===== config.mk =====
export PLATFORM = sky130hd
export DESIGN_NAME = crop_max_buffer_flat
export DESIGN_NICKNAME = d
export VERILOG_FILES = /design/src/rtl/crop_max_buffer_if.sv /design/src/rtl/crop_max_buffer.sv /design/src/flat_wrapper.sv
export SDC_FILE = /design/constraint.sdc
export NUM_CORES = 1
export LEC_CHECK = 0
export ABC_AREA = 0
export CAP_MARGIN = 10
export CORE_MARGIN = 3
export CORE_UTILIZATION = 35
export CTS_CLUSTER_SIZE = 25
export DETAILED_ROUTE_END_ITERATION = 12
export MAX_ROUTING_LAYER = met4
export PLACE_DENSITY = 0.58
export SYNTH_ARGS = -nofsm -noshare
export SYNTH_HDL_FRONTEND = slang
export SYNTH_SLANG_ARGS = --single-unit

===== constraint.sdc =====
create_clock -name clk -period 3 [get_ports clk]
set_input_delay 0.75 -clock clk [delete_from_list [all_inputs] [get_ports clk]]
set_output_delay 0.75 -clock clk [all_outputs]
set_load 0.02 [all_outputs]

===== src/rtl/crop_max_buffer_if.sv =====
// Byte-wide valid/ready stream bundle used for pixel input and output.
// Signals: tvalid, tready, tdata[7:0]; master drives valid/data, slave drives ready.
interface crop_max_buffer_if;
  logic       tvalid;
  logic       tready;
  logic [7:0] tdata;

  modport master (
    output tvalid,
    output tdata,
    input  tready
  );

  modport slave (
    input  tvalid,
    input  tdata,
    output tready
  );
endinterface


===== src/rtl/crop_max_buffer.sv =====
// Captures a raster frame, buffers a crop window, tracks its max, replays it.
// Ports: clk, reset (sync, high), ap_start/ap_ready/ap_done, crop origins,
// s_axis (frame in), m_axis (crop out), norm_denominator(+_tvalid).
// Option: CROP_MAX_ZERO_CLAMP_EN presents a zero max as 1.
module crop_max_buffer #(
  parameter int IN_ROWS  = 16,
  parameter int IN_COLS  = 16,
  parameter int OUT_ROWS = 10,
  parameter int OUT_COLS = 10,
  localparam int RW = (IN_ROWS > 1) ? $clog2(IN_ROWS) : 1,
  localparam int CW = (IN_COLS > 1) ? $clog2(IN_COLS) : 1
) (
  input  logic                 clk,
  input  logic                 reset,
  input  logic                 ap_start,
  output logic                 ap_ready,
  output logic                 ap_done,
  input  logic [RW-1:0]        crop_row_start,
  input  logic [CW-1:0]        crop_col_start,
  crop_max_buffer_if.slave     s_axis,
  crop_max_buffer_if.master    m_axis,
  output logic [7:0]           norm_denominator,
  output logic                 norm_denominator_tvalid
);

  localparam int N  = OUT_ROWS * OUT_COLS;
  localparam int AW = $clog2(N + 1);
  localparam int IW = (N > 1) ? $clog2(N) : 1;

  localparam logic [RW-1:0] ROW_LIM = RW'(IN_ROWS - OUT_ROWS);
  localparam logic [CW-1:0] COL_LIM = CW'(IN_COLS - OUT_COLS);
  localparam logic [RW-1:0] ROW_END = RW'(IN_ROWS - 1);
  localparam logic [CW-1:0] COL_END = CW'(IN_COLS - 1);
  localparam logic [RW:0]   ROW_SPAN = (RW+1)'(OUT_ROWS);
  localparam logic [CW:0]   COL_SPAN = (CW+1)'(OUT_COLS);
  localparam logic [AW-1:0] N_A    = AW'(N);
  localparam logic [AW-1:0] LAST_A = AW'(N - 1);

  typedef enum logic [1:0] {
    IDLE,
    CAPTURE,
    EMIT
  } state_t;

  state_t        state_q, state_d;
  logic [RW-1:0] row_q, row_d, row0_q, row0_d;
  logic [CW-1:0] col_q, col_d, col0_q, col0_d;
  logic [7:0]    max_q, max_d;
  logic [7:0]    m_data_q, m_data_d;
  logic [7:0]    norm_q, norm_d;
  logic [AW-1:0] wr_addr_q, wr_addr_d;
  logic [AW-1:0] rd_addr_q, rd_addr_d;
  logic [AW-1:0] sent_q, sent_d;
  logic          ap_ready_q, ap_ready_d;
  logic          ap_done_q, ap_done_d;
  logic          s_rdy_q, s_rdy_d;
  logic          m_vld_q, m_vld_d;
  logic          norm_vld_q, norm_vld_d;

  logic [7:0]    mem [N];

  logic          beat, in_win, wr_en, last_beat;
  logic          issue, xfer;
  logic [RW:0]   row_rel;
  logic [CW:0]   col_rel;
  logic [7:0]    max_nxt;

  function automatic logic [7:0] norm_of(input logic [7:0] m);
`ifdef CROP_MAX_ZERO_CLAMP_EN
    norm_of = (m == 8'd0) ? 8'd1 : m;
`else
    norm_of = m;
`endif
  endfunction

  always_comb begin
    state_d    = state_q;
    row_d      = row_q;
    col_d      = col_q;
    row0_d     = row0_q;
    col0_d     = col0_q;
    max_d      = max_q;
    m_data_d   = m_data_q;
    norm_d     = norm_q;
    wr_addr_d  = wr_addr_q;
    rd_addr_d  = rd_addr_q;
    sent_d     = sent_q;
    ap_ready_d = ap_ready_q;
    ap_done_d  = 1'b0;
    s_rdy_d    = s_rdy_q;
    m_vld_d    = m_vld_q;
    norm_vld_d = norm_vld_q;

    beat      = (state_q == CAPTURE) && s_rdy_q && s_axis.tvalid;
    // Zero-extended offsets so row0+OUT_ROWS == IN_ROWS cannot wrap.
    row_rel   = {1'b0, row_q} - {1'b0, row0_q};
    col_rel   = {1'b0, col_q} - {1'b0, col0_q};
    in_win    = (row_q >= row0_q) && (row_rel < ROW_SPAN) &&
                (col_q >= col0_q) && (col_rel < COL_SPAN);
    wr_en     = beat && in_win;
    last_beat = (row_q == ROW_END) && (col_q == COL_END);
    // Strict compare: ties keep the stored max.
    max_nxt   = (wr_en && (s_axis.tdata > max_q)) ? s_axis.tdata : max_q;
    // Refill the output register whenever it is empty or draining.
    issue     = (state_q == EMIT) && (rd_addr_q != N_A) &&
                (!m_vld_q || m_axis.tready);
    xfer      = m_vld_q && m_axis.tready;

    case (state_q)
      IDLE: begin
        if (ap_start) begin
          row0_d     = (crop_row_start > ROW_LIM) ? ROW_LIM : crop_row_start;
          col0_d     = (crop_col_start > COL_LIM) ? COL_LIM : crop_col_start;
          row_d      = '0;
          col_d      = '0;
          max_d      = '0;
          wr_addr_d  = '0;
          rd_addr_d  = '0;
          sent_d     = '0;
          s_rdy_d    = 1'b1;
          ap_ready_d = 1'b0;
          state_d    = CAPTURE;
        end
      end
      CAPTURE: begin
        if (beat) begin
          if (col_q == COL_END) begin
            col_d = '0;
            row_d = row_q + 1'b1;
          end else begin
            col_d = col_q + 1'b1;
          end
          if (wr_en) wr_addr_d = wr_addr_q + 1'b1;
          max_d = max_nxt;
          if (last_beat) begin
            s_rdy_d    = 1'b0;
            norm_d     = norm_of(max_nxt);
            norm_vld_d = 1'b1;
            state_d    = EMIT;
          end
        end
      end
      EMIT: begin
        if (issue) begin
          m_data_d  = mem[rd_addr_q[IW-1:0]];
          m_vld_d   = 1'b1;
          rd_addr_d = rd_addr_q + 1'b1;
        end else if (xfer) begin
          m_vld_d = 1'b0;
        end
        if (xfer) begin
          sent_d = sent_q + 1'b1;
          if (sent_q == LAST_A) begin
            m_vld_d    = 1'b0;
            norm_vld_d = 1'b0;
            norm_d     = '0;
            ap_done_d  = 1'b1;
            ap_ready_d = 1'b1;
            state_d    = IDLE;
          end
        end
      end
      default: state_d = IDLE;
    endcase
  end

  always_ff @(posedge clk) begin
    if (reset) begin
      state_q    <= IDLE;
      row_q      <= '0;
      col_q      <= '0;
      row0_q     <= '0;
      col0_q     <= '0;
      max_q      <= '0;
      m_data_q   <= '0;
      norm_q     <= '0;
      wr_addr_q  <= '0;
      rd_addr_q  <= '0;
      sent_q     <= '0;
      ap_ready_q <= 1'b1;
      ap_done_q  <= 1'b0;
      s_rdy_q    <= 1'b0;
      m_vld_q    <= 1'b0;
      norm_vld_q <= 1'b0;
    end else begin
      state_q    <= state_d;
      row_q      <= row_d;
      col_q      <= col_d;
      row0_q     <= row0_d;
      col0_q     <= col0_d;
      max_q      <= max_d;
      m_data_q   <= m_data_d;
      norm_q     <= norm_d;
      wr_addr_q  <= wr_addr_d;
      rd_addr_q  <= rd_addr_d;
      sent_q     <= sent_d;
      ap_ready_q <= ap_ready_d;
      ap_done_q  <= ap_done_d;
      s_rdy_q    <= s_rdy_d;
      m_vld_q    <= m_vld_d;
      norm_vld_q <= norm_vld_d;
    end
  end

  always_ff @(posedge clk) begin
    if (wr_en) mem[wr_addr_q[IW-1:0]] <= s_axis.tdata;
  end

  assign ap_ready                = ap_ready_q;
  assign ap_done                 = ap_done_q;
  assign s_axis.tready           = s_rdy_q;
  assign m_axis.tvalid           = m_vld_q;
  assign m_axis.tdata            = m_data_q;
  assign norm_denominator        = norm_q;
  assign norm_denominator_tvalid = norm_vld_q;

endmodule


===== src/flat_wrapper.sv =====
// flat-port wrapper written by rule: the top's interface ports become plain ports
module crop_max_buffer_flat 
#(
  parameter int IN_ROWS  = 16,
  parameter int IN_COLS  = 16,
  parameter int OUT_ROWS = 10,
  parameter int OUT_COLS = 10,
  localparam int RW = (IN_ROWS > 1) ? $clog2(IN_ROWS) : 1,
  localparam int CW = (IN_COLS > 1) ? $clog2(IN_COLS) : 1
)
  (clk, reset, ap_start, ap_ready, ap_done, crop_row_start, crop_col_start, norm_denominator, norm_denominator_tvalid, s_axis_tvalid, s_axis_tdata, s_axis_tready, m_axis_tvalid, m_axis_tdata, m_axis_tready);
  crop_max_buffer_if s_axis_i ();
  crop_max_buffer_if m_axis_i ();
  input  logic clk;
  input  logic reset;
  input  logic ap_start;
  output logic ap_ready;
  output logic ap_done;
  input  logic [RW-1:0] crop_row_start;
  input  logic [CW-1:0] crop_col_start;
  output logic [7:0] norm_denominator;
  output logic norm_denominator_tvalid;
  input wire logic [$bits(s_axis_i.tvalid)-1:0] s_axis_tvalid;
  input wire logic [$bits(s_axis_i.tdata)-1:0] s_axis_tdata;
  output wire logic [$bits(s_axis_i.tready)-1:0] s_axis_tready;
  output wire logic [$bits(m_axis_i.tvalid)-1:0] m_axis_tvalid;
  output wire logic [$bits(m_axis_i.tdata)-1:0] m_axis_tdata;
  input wire logic [$bits(m_axis_i.tready)-1:0] m_axis_tready;
  assign s_axis_i.tvalid = s_axis_tvalid;
  assign s_axis_i.tdata = s_axis_tdata;
  assign s_axis_tready = s_axis_i.tready;
  assign m_axis_tvalid = m_axis_i.tvalid;
  assign m_axis_tdata = m_axis_i.tdata;
  assign m_axis_i.tready = m_axis_tready;
  crop_max_buffer #(.IN_ROWS(IN_ROWS), .IN_COLS(IN_COLS), .OUT_ROWS(OUT_ROWS), .OUT_COLS(OUT_COLS)) u_core (.clk(clk), .reset(reset), .ap_start(ap_start), .ap_ready(ap_ready), .ap_done(ap_done), .crop_row_start(crop_row_start), .crop_col_start(crop_col_start), .s_axis(s_axis_i), .m_axis(m_axis_i), .norm_denominator(norm_denominator), .norm_denominator_tvalid(norm_denominator_tvalid));
endmodule

==> results.py <==
metrics = {
    "setup_path": {
        "crit_path_max_fanout": 6,
        "worstPathRequired_ps": 3350,
        "critPathCaptureType": "flop",
        "cpMostUsedCell": "buf_12",
        "critical_path.max_stage_delay_ps": 390,
        "cp-start-kind": "flop",
        "timing.rr.end": "u_core.mem[61][6]$_DFFE_PP_",
        "regToRegSetupSlack_ps": 80,
        "crit_type": "reg -> reg",
        "crit_arrival_ps": 3270,
        "reg2regPathDepth": 13,
        "crit_chain": "inv_2 -> ha_4 -> fa_2 -> nand2b_4 -> o21ai_2 -> a21oi_2 -> nor4_4 -> buf_12 -> buf_12 -> nand3_4 -> clkbuf_16 -> nor2_4 -> buf_6",
        "crit_slowest_cell": "fa_2",
        "r2r_start": "u_core.col_q[0]$_SDFFE_PP0P_",
    },
    "die": {
        "rows": 115,
        "initial_core_util_pct": 35.5,
        "core_sq_mm": 0.0987,
        "die_w_um": 322,
        "dieArea_sq_mm": 0.104,
        "die_h_um": 322,
        "boundaryPins": 42,
    },
    "synthesis": {
        "synth_compound_area_share_pct": 4.15,
        "ys_async_sr_fraction_pct": 0,
        "synth_top_cell_by_area": "edfxtp_1",
        "muxShareOfSynthArea_pct": 14.4,
        "netlist_top_cells_area": "edfxtp_1 69%, mux4_2 10%, dfxtp_1 3.9%",
        "syn_nets": 1982,
        "synth_flop_cell": "edfxtp_1",
        "yosys.area.top_type_share_pct": 68.6,
        "ys_seq_elements": 868,
        "syn_area_sq_mm": 0.0350,
        "synthCells": 1937,
        "synth_warnings": 0,
        "synth_edf_count": 800,
        "yosys.area_share.xor_xnor_pct": 0.425,
        "yosys.area_share.simple_pct": 5.33,
        "yosys.area_share.adder_pct": 0.901,
        "syn_area_per_cell_sq_um": 18.1,
        "synth_cell_types": 72,
        "synth_top_family_by_area": "multiplexers",
        "ys_seq_area_share_pct": 72.5,
    },
    "layout": {
        "final.fill_count": 8664,
        "register_area_sq_mm": 0.0254,
        "syn_to_final_growth_pct": 19.6,
        "multi_input_area_sq_mm": 0.00913,
        "utilization_pct": 42.4,
        "final_layout_size_suffix_gt1_share_pct": 28.1,
        "postLayoutCellArea_sq_mm": 0.0418,
        "final_common_cell": "edfxtp_1",
        "final_nets": 2261,
        "final_cell_mix": "800 x edfxtp_1, 182 x buf_4, 160 x mux4_2",
    },
    "clocking": {
        "htreeDepth": 3,
        "cts_buffers": 91,
        "ctsHoldBuffers": 0,
        "cts_tree": "done",
        "cts_num_sinks": 868,
        "cts_root_buffer": "clkbuf_16",
        "clkTransAtPathRegs_ps": 60,
        "clockBufferDepth": 3,
        "clk_latency_ps": 640,
    },
    "timing": {
        "slew_viol_final": 0,
        "finalSetupViolCount": 0,
        "finalHoldViolCount": 0,
        "final.setup_skew_ps": 23.9,
        "tns_ps": 0,
        "period_needed_ps": 2920,
        "fmaxAchievable_mhz": 342,
        "holdWs_ps": 446,
        "tightest_slew_ps": 1040,
        "relSlewSlack_pct": 30.1,
        "rsz0062_at_grt": "yes",
        "fin_crit_sh_pct": 97.3,
    },
    "status": {
        "outcome": "finished, final reports clean",
    },
    "route": {
        "drt-total-wl_mm": 91.1,
        "viasPerCell": 5.34,
        "vias": 19100,
        "wl_per_cell_um": 25.4,
        "dr.pass1.iters": 6,
        "first_iter_violations": 2134,
        "ant_nets": 0,
        "drc": 0,
    },
    "power_and_ir_drop": {
        "finalPower_mw": 24.5,
        "vdd_ir_drop_max_uv": 373,
        "p_per_area_mw_per_mm2": 585,
        "static-leakage-power_nw": 13.2,
    },
    "hold_path": {
        "hold_end": "u_core.row0_q[3]$_SDFFE_PP0P_",
        "hold_depth": 2,
        "hold_path_class": "reg -> reg",
        "worstHoldStart": "u_core.row0_q[3]$_SDFFE_PP0P_",
    },
    "global_routing": {
        "antenna_found_initial": 4,
        "overflow": 0,
        "grt_pass1_wl_mm": 133,
        "grt_pass1_vias": 19500,
        "track_usage_pct": 17.9,
        "grt_max_degree": 103,
    },
    "placed_design": {
        "gp_congestion": 0.865,
        "dpl_cell_area_sq_mm": 0.0384,
        "place_hpwl_mm": 57.7,
        "portBuffers": 41,
    },
    "run": {
        "maxCapViolCount": 0,
    },
}
==> cells in the mapped netlist (all sizes together), types with 10 or more instances <==
master,n
o21ai,31
nand2,91
a22oi,22
a21oi,52
mux2i,108
nor2,165
o221ai,10
nor3,23
inv,25
o22ai,23
ha,22
nor2b,17
a211oi,27
dfxtp,68
or3,10
nand2b,18
buf,72
clkbuf,30
mux4,170
nand4,14
nand3,29
edfxtp,800
xor2,10
==> per-stage QoR <==
| stage | instances | setup WS [ps] |
|---|---|---|
| 6_report | 3581 | 79.6 |
| 5_1_grt | 3581 | -30.3 |
| 4_1_cts | 3576 | 1.31 |
| 3_5_place_dp | 3403 | -797 |
| 3_3_place_gp | 3403 | -827 |
| 2_1_floorplan | 1937 | -72.5 |
==> report_power, final <==
part	switching, mW	internal (mW)	leakage (nW)
Clock	4.57	6.21	1.40
Sequential	0.00941	13.2	7.74
Combinational	0.339	0.123	4.02
==> registers in the layout (all words and copies together), names as in the netlist, 4 cells and up <==
register	cells
u_core.mem	800
u_core.m_axis.tdata	8
u_core.max_q	8
u_core.norm_denominator	8
u_core.rd_addr_q	7
u_core.sent_q	7
u_core.wr_addr_q	7
u_core.col0_q	4
u_core.col_q	4
u_core.row0_q	4
u_core.row_q	4
==> how the worst max path moves through the flow <==
stage | cells past startpoint | start | slack, ps | to
6_report | 13 | u_core.col_q[0]$_SDFFE_PP0P_ | 80 | u_core.mem[61][6]$_DFFE_PP_
5_1_grt | 13 | u_core.col_q[0]$_SDFFE_PP0P_ | -30 | u_core.mem[61][4]$_DFFE_PP_
4_1_cts | 14 | u_core.row0_q[1]$_SDFFE_PP0P_ | 1 | u_core.mem[40][6]$_DFFE_PP_
3_5_place_dp | 8 | m_axis_tready | -800 | u_core.m_axis.tdata[5]$_SDFFE_PP0P_
3_3_place_gp | 8 | m_axis_tready | -830 | u_core.m_axis.tdata[5]$_SDFFE_PP0P_
2_1_floorplan | 11 | u_core.col_q[0]$_SDFFE_PP0P_ | -70 | u_core.mem[76][0]$_DFFE_PP_
==> area by class of cell <==
type,count,share of cell area (%)
antenna,2,0.0120
clock buffer,116,5.77
clock inverter,53,1.04
inverter,26,0.233
multi-input combinational,941,21.8
sequential,868,60.7
tap,1287,3.85
timing repair buffer,288,6.56
==> logic make-up after synthesis <==
family                     count (synthesis)
DFF                                      868
AOI/OAI and AO/OA                        214
buffers and inverters                    128
xor gates and xnor gates                  17
adders and majority gates                 24
muxes                                    285
and+or+nand+nor                          401
==> timing repair <==
item                       CTS  global route
cloned                       1             2
resized for setup           32           116
setup endpoints to repair  290           803
pin swaps                    2            12
buffers inserted             3             4
==> worst max-delay path: cells and delay by family (launching register included) <==
family	cells	cell delay [ps]
buffers and inverters	5	750
AND/OR/NAND/NOR	4	710
adder cells (fa/ha/maj)	2	560
flip-flops	1	340
AO/OA/AOI/OAI	2	240
==> metal layers <==
layer / share of wire, % / GRT usage, %
met4: 2.9 / 5.07
met5: 0 / -
met3: 6.6 / 2.79
met2: 48 / 28.0
met1: 43 / 24.3
Power figures use the tool's default switching activity.
